===== config.mk =====
export PLATFORM = sky130hd
export DESIGN_NAME = mips_mcycle_ctrl
export DESIGN_NICKNAME = d
export VERILOG_FILES = /design/src/rtl/mips_mcycle_ctrl.sv
export SDC_FILE = /design/constraint.sdc
export NUM_CORES = 1
export LEC_CHECK = 0
export CAP_MARGIN = 10
export CELL_PAD_IN_SITES_DETAIL_PLACEMENT = 1
export CELL_PAD_IN_SITES_GLOBAL_PLACEMENT = 2
export CORE_MARGIN = 4
export CORE_UTILIZATION = 32
export CTS_BUF_LIST = sky130_fd_sc_hd__clkbuf_4 sky130_fd_sc_hd__clkbuf_8 sky130_fd_sc_hd__clkbuf_16
export DETAILED_ROUTE_END_ITERATION = 10
export DONT_BUFFER_PORTS = 1
export MAX_ROUTING_LAYER = met4
export PLACE_DENSITY = 0.9
export SYNTH_ARGS = -nofsm -noshare
export SYNTH_HDL_FRONTEND = slang
export SYNTH_SLANG_ARGS = --single-unit

===== constraint.sdc =====
create_clock -name clk -period 3.6 [get_ports clk]
set_clock_uncertainty 0.2 [all_clocks]
set_input_delay 0.54 -clock clk [delete_from_list [all_inputs] [get_ports clk]]
set_output_delay 0.54 -clock clk [all_outputs]
set_load 0.005 [all_outputs]

===== src/rtl/mips_mcycle_ctrl.sv =====
// Multicycle MIPS control unit: Moore FSM plus ALU decoder and PC-enable logic.
// Optional build macro MCYCLE_BNE_EN adds the BNE state for opcode 000101.
module mips_mcycle_ctrl (
    input  logic       clk,
    input  logic       reset,
    input  logic [5:0] op,
    input  logic [5:0] funct,
    input  logic       zero,
    output logic [2:0] alucontrol,
    output logic       memwrite,
    output logic       irwrite,
    output logic       regwrite,
    output logic       pcen,
    output logic       iord,
    output logic       memtoreg,
    output logic       regdst,
    output logic       alusrca,
    output logic [1:0] alusrcb,
    output logic [1:0] pcsrc,
    output logic [3:0] state
);
    typedef enum logic [3:0] {
        FETCH = 4'd0, DECODE = 4'd1, MEMADR = 4'd2, MEMRD = 4'd3,
        MEMWB = 4'd4, MEMWR = 4'd5, EXECUTE = 4'd6, ALUWB = 4'd7,
        BRANCH = 4'd8, ADDIEXEC = 4'd9, ADDIWB = 4'd10, JUMP = 4'd11,
        BNE = 4'd12
    } state_t;

    typedef enum logic [1:0] {ALU_ADD, ALU_SUB, ALU_FUNCT} aluop_t;

    localparam logic [5:0] OP_LW   = 6'b100011;
    localparam logic [5:0] OP_SW   = 6'b101011;
    localparam logic [5:0] OP_RTYPE = 6'b000000;
    localparam logic [5:0] OP_BEQ  = 6'b000100;
    localparam logic [5:0] OP_ADDI = 6'b001000;
    localparam logic [5:0] OP_J    = 6'b000010;
`ifdef MCYCLE_BNE_EN
    localparam logic [5:0] OP_BNE  = 6'b000101;
`endif

    state_t state_q, state_d;
    aluop_t aluop;
    logic   memwrite_s, irwrite_s, regwrite_s, pcen_s;

    always_ff @(posedge clk or posedge reset) begin
        if (reset) state_q <= FETCH;
        else       state_q <= state_d;
    end

    always_comb begin
        state_d    = FETCH;
        aluop      = ALU_ADD;
        memwrite_s = 1'b0;
        irwrite_s  = 1'b0;
        regwrite_s = 1'b0;
        pcen_s     = 1'b0;
        iord       = 1'b0;
        memtoreg   = 1'b0;
        regdst     = 1'b0;
        alusrca    = 1'b0;
        alusrcb    = 2'b00;
        pcsrc      = 2'b00;
        case (state_q)
            FETCH: begin
                state_d   = DECODE;
                irwrite_s = 1'b1;
                pcen_s    = 1'b1;
                alusrcb   = 2'b01;
            end
            DECODE: begin
                alusrcb = 2'b11;
                case (op)
                    OP_LW, OP_SW: state_d = MEMADR;
                    OP_RTYPE:     state_d = EXECUTE;
                    OP_BEQ:       state_d = BRANCH;
                    OP_ADDI:      state_d = ADDIEXEC;
                    OP_J:         state_d = JUMP;
`ifdef MCYCLE_BNE_EN
                    OP_BNE:       state_d = BNE;
`endif
                    default:      state_d = FETCH;
                endcase
            end
            MEMADR, ADDIEXEC: begin
                alusrca = 1'b1;
                alusrcb = 2'b10;
                if (state_q == ADDIEXEC) state_d = ADDIWB;
                else if (op == OP_LW)    state_d = MEMRD;
                else if (op == OP_SW)    state_d = MEMWR;
                else                     state_d = FETCH;
            end
            MEMRD: begin
                state_d = MEMWB;
                iord    = 1'b1;
            end
            MEMWR: begin
                iord       = 1'b1;
                memwrite_s = 1'b1;
            end
            MEMWB: begin
                memtoreg   = 1'b1;
                regwrite_s = 1'b1;
            end
            EXECUTE: begin
                state_d = ALUWB;
                alusrca = 1'b1;
                aluop   = ALU_FUNCT;
            end
            ALUWB: begin
                regdst     = 1'b1;
                regwrite_s = 1'b1;
            end
            ADDIWB: regwrite_s = 1'b1;
            BRANCH: begin
                alusrca = 1'b1;
                pcsrc   = 2'b01;
                aluop   = ALU_SUB;
                pcen_s  = zero;
            end
`ifdef MCYCLE_BNE_EN
            BNE: begin
                alusrca = 1'b1;
                pcsrc   = 2'b01;
                aluop   = ALU_SUB;
                pcen_s  = ~zero;
            end
`endif
            JUMP: begin
                pcsrc  = 2'b10;
                pcen_s = 1'b1;
            end
            default: state_d = FETCH;
        endcase
    end

    always_comb begin
        alucontrol = 3'b010;
        case (aluop)
            ALU_SUB: alucontrol = 3'b110;
            ALU_FUNCT: begin
                case (funct)
                    6'b100010: alucontrol = 3'b110;
                    6'b100100: alucontrol = 3'b000;
                    6'b100101: alucontrol = 3'b001;
                    6'b101010: alucontrol = 3'b111;
                    default:   alucontrol = 3'b010;
                endcase
            end
            default: alucontrol = 3'b010;
        endcase
    end

    // Write enables are forced low for the whole time reset is held.
    assign memwrite = memwrite_s & ~reset;
    assign irwrite  = irwrite_s & ~reset;
    assign regwrite = regwrite_s & ~reset;
    assign pcen     = pcen_s & ~reset;
    assign state    = state_q;
endmodule


==> flow_metrics.py <==
metrics = {
    "clocking": {
        "cts_tree": "built",
        "clkSinkCount": 4,
        "clk_pin_slew_ps": 40,
        "cts-htree-levels": 1,
        "hold_buffers": 1,
        "ctsRootBufferMaster": "clkbuf_4",
        "cts_buffers": 3,
        "insertion_delay_ps": 240,
        "post_cts_resized": 0,
        "cts.path.max_buffers": 2,
        "postCtsSetupBuffers": 0,
    },
    "power": {
        "p_per_area_nw_per_um2": 423.3,
        "combPwrFrac_pct": 41.6,
        "internal_power_mw": 0.1358,
        "p_sw_mw": 0.1184,
        "clkPwrFrac_pct": 21.7,
        "peakVddDrop_mv": 0.1249,
        "seqPwrFrac_pct": 36.7,
        "p_sw_share_pct": 46.59,
        "power_leakage_nw": 0.2362,
        "power_mw": 0.2542,
    },
    "sta": {
        "timing.final.ws_setup_ps": 717.2,
        "setup_viol": 0,
        "max_slew_margin_pct": 64.83,
        "hold_violations": 0,
        "drv_slew": 0,
        "fmax_mhz": 346.9,
        "rsz0062_at_grt": "no",
        "fin_crit_ps": 2883,
        "worst_pin_slew_ps": 527.5,
        "period_share_pct": 80.08,
        "fin_setup_tns_ps": 0,
        "timing.hold.ws_ps": 298.0,
    },
    "synth": {
        "syn_inst": 81,
        "yosysUniqueCellTypes": 31,
        "synth_area_sq_um": 586.8,
        "yosys_warnings": 0,
        "yosysSeqAreaShare_pct": 17.06,
        "yosysTopAreaCell": "dfrtp_1",
        "synth.area.top_cells": "dfrtp_1 (17%), nor2_1 (5.8%), clkbuf_8 (4.7%)",
        "yosysTopAreaCellShare_pct": 17.06,
        "syn_avg_cell_area_sq_um": 7.245,
        "ys_ff_latch": 4,
        "syn-num-nets": 98,
    },
    "floorplanning": {
        "num_rows": 15,
        "initial_core_util_pct": 33.99,
        "die_height_um": 50.82,
        "core_sq_um": 1727,
        "dieArea_sq_um": 2583,
        "die_w_um": 50.82,
        "io_pins": 34,
    },
    "finish": {
        "drive_gt1_share_pct": 6.173,
        "diodes": 0,
        "final_common_cell": "nor2_1",
        "mostFrequentLayoutCells": "nor2_1 (9), inv_1 (6), nand2_1 (6)",
        "nFillCells": 231,
        "syn2layout_area_growth_pct": 2.345,
        "fin_cells": 106,
        "multi_input_area_sq_um": 414.1,
        "largest_reg_flops": 4,
        "seq_area_sq_um": 100.1,
        "layout.nets": 100,
    },
    "placed_design": {
        "port-buffer-count": 0,
        "numPlacedInstances": 102,
        "gp_congestion": 0.7599,
        "dpl.hpwl_mm": 1.332,
        "dp_slack_ps": 952.2,
    },
    "critical_path": {
        "endpoint_kind": "output port",
        "crit_chain": "nand2b_1 > or3b_4 > inv_1 > ha_1 > nand3b_1 > o22ai_1",
        "critPathKind": "register to output port",
        "cp_top_family": "simple AND/OR/NAND/NOR gates",
        "start_kind": "register",
        "crit_arrival_ps": 2140,
        "cpPeakStageDelay_ps": 610,
        "crit_buf_inv": 1,
        "worstPathRequired_ps": 2860,
        "critPathSlowestCell": "dfrtp_1",
        "path_max_fanout": 14,
    },
    "detailed_routing": {
        "drt-total-wl_mm": 1.672,
        "avgViaCountPerCell": 5.670,
        "vias": 601,
        "drtIter0Drc": 14,
        "wl_per_cell_um": 15.77,
        "post-route-drc-count": 0,
        "antenna_left": 0,
        "drtPass1Iterations": 4,
    },
    "global_route": {
        "grt_usage_pct": 14.13,
        "grt_pass1_wl_mm": 2.773,
        "grt.overflow.total": 0,
        "grt_max_degree": 19,
        "grt_pass1_vias": 628,
        "antenna_found_initial": 0,
    },
    "worst_hold_path": {
        "hold_path_class": "primary input to register",
    },
    "outcome": {
        "outcome": "finished clean",
    },
    "run": {
        "drv_cap": 0,
    },
}
==> tightest hold or removal path: stages <==
cell     delay (ps)
nor3_1           20
nand2_1          60
o22ai_1          60
==> metrics by stage <==
step	cell area, sq um	util, %
detailed placement	568.0	32.90
CTS	600.6	34.78
finish	600.6	34.78
global placement	568.0	32.90
global route	600.6	34.78
floorplan	586.8	-
==> metal layers <==
| metal | track usage (%) | vias to the layer above | wire length, um |
|---|---|---|---|
| met3 | 4.373 | 3 | 156 |
| met1 | 16.28 | 285 | 698 |
| met5 | - | - | 0 |
| li1 | - | 291 | - |
| met2 | 21.96 | 22 | 799 |
| met4 | 7.623 | 0 | 17 |
==> kinds of logic (layout without fill, tap and decap cells) <==
family,after synthesis,in the layout,share of synthesized area (%)
flops,4,4,17.06
buf+inv,10,10,12.37
fa+ha+maj,2,2,4.264
simple gates,45,45,42.43
compound gates,16,16,17.70
xor+xnor,3,3,4.478
mux,1,1,1.706
==> final cells by class <==
| cell class | count | share of cell area [%] |
|---|---|---|
| Multi-Input combinational cell | 67 | 68.96 |
| Timing Repair Buffer | 1 | 1.667 |
| Sequential cell | 4 | 16.67 |
| Clock buffer | 3 | 3.750 |
| Tap cell | 25 | 5.208 |
| Inverter | 6 | 3.750 |
==> power groups by stage <==
stage	Combinational [mW]	Clock (mW)	Sequential (mW)
global route	0.123	0.0605	0.0992
detailed placement	0.104	0	0.0937
finish	0.106	0.0552	0.0932
CTS	0.106	0.0553	0.0931
floorplan	0.121	0	0.0680
global placement	0.104	0	0.0927
==> synth_stat cells <==
master / number
nor2_1: 9
inv_1: 6
nand2_1: 6
nor3_1: 5
dfrtp_1: 4
nand2b_1: 4
nand4_1: 4
o21ai_0: 4
a21oi_1: 3
and3_1: 3
nand3_1: 3
nor2b_1: 3
xor2_1: 3
buf_6: 2
clkbuf_8: 2
ha_1: 2
nand3b_1: 2
nor3b_1: 2
o22ai_1: 2
a211o_1: 1
a211oi_1: 1
a21boi_0: 1
a32oi_1: 1
and2b_2: 1
mux2i_1: 1
nor4_1: 1
o2111ai_1: 1
o211ai_1: 1
o21a_1: 1
or3b_1: 1
or3b_4: 1
==> worst paths after layout <==
path / from / to / slack (ps) / depth (start not counted)
max: state[2] / alucontrol[2] / 720 / 6
min: op[4] / state[3] / 300 / 3
max reg2reg: state[2] / state[1] / 1960 / 3
min reg2reg: state[3] / state[3] / 690 / 2
max in group asynchronous: reset / state[0] / 2540 / 2
min in group asynchronous: reset / state[1] / 470 / 2
Note: power is estimated with default switching activity, not from simulation.
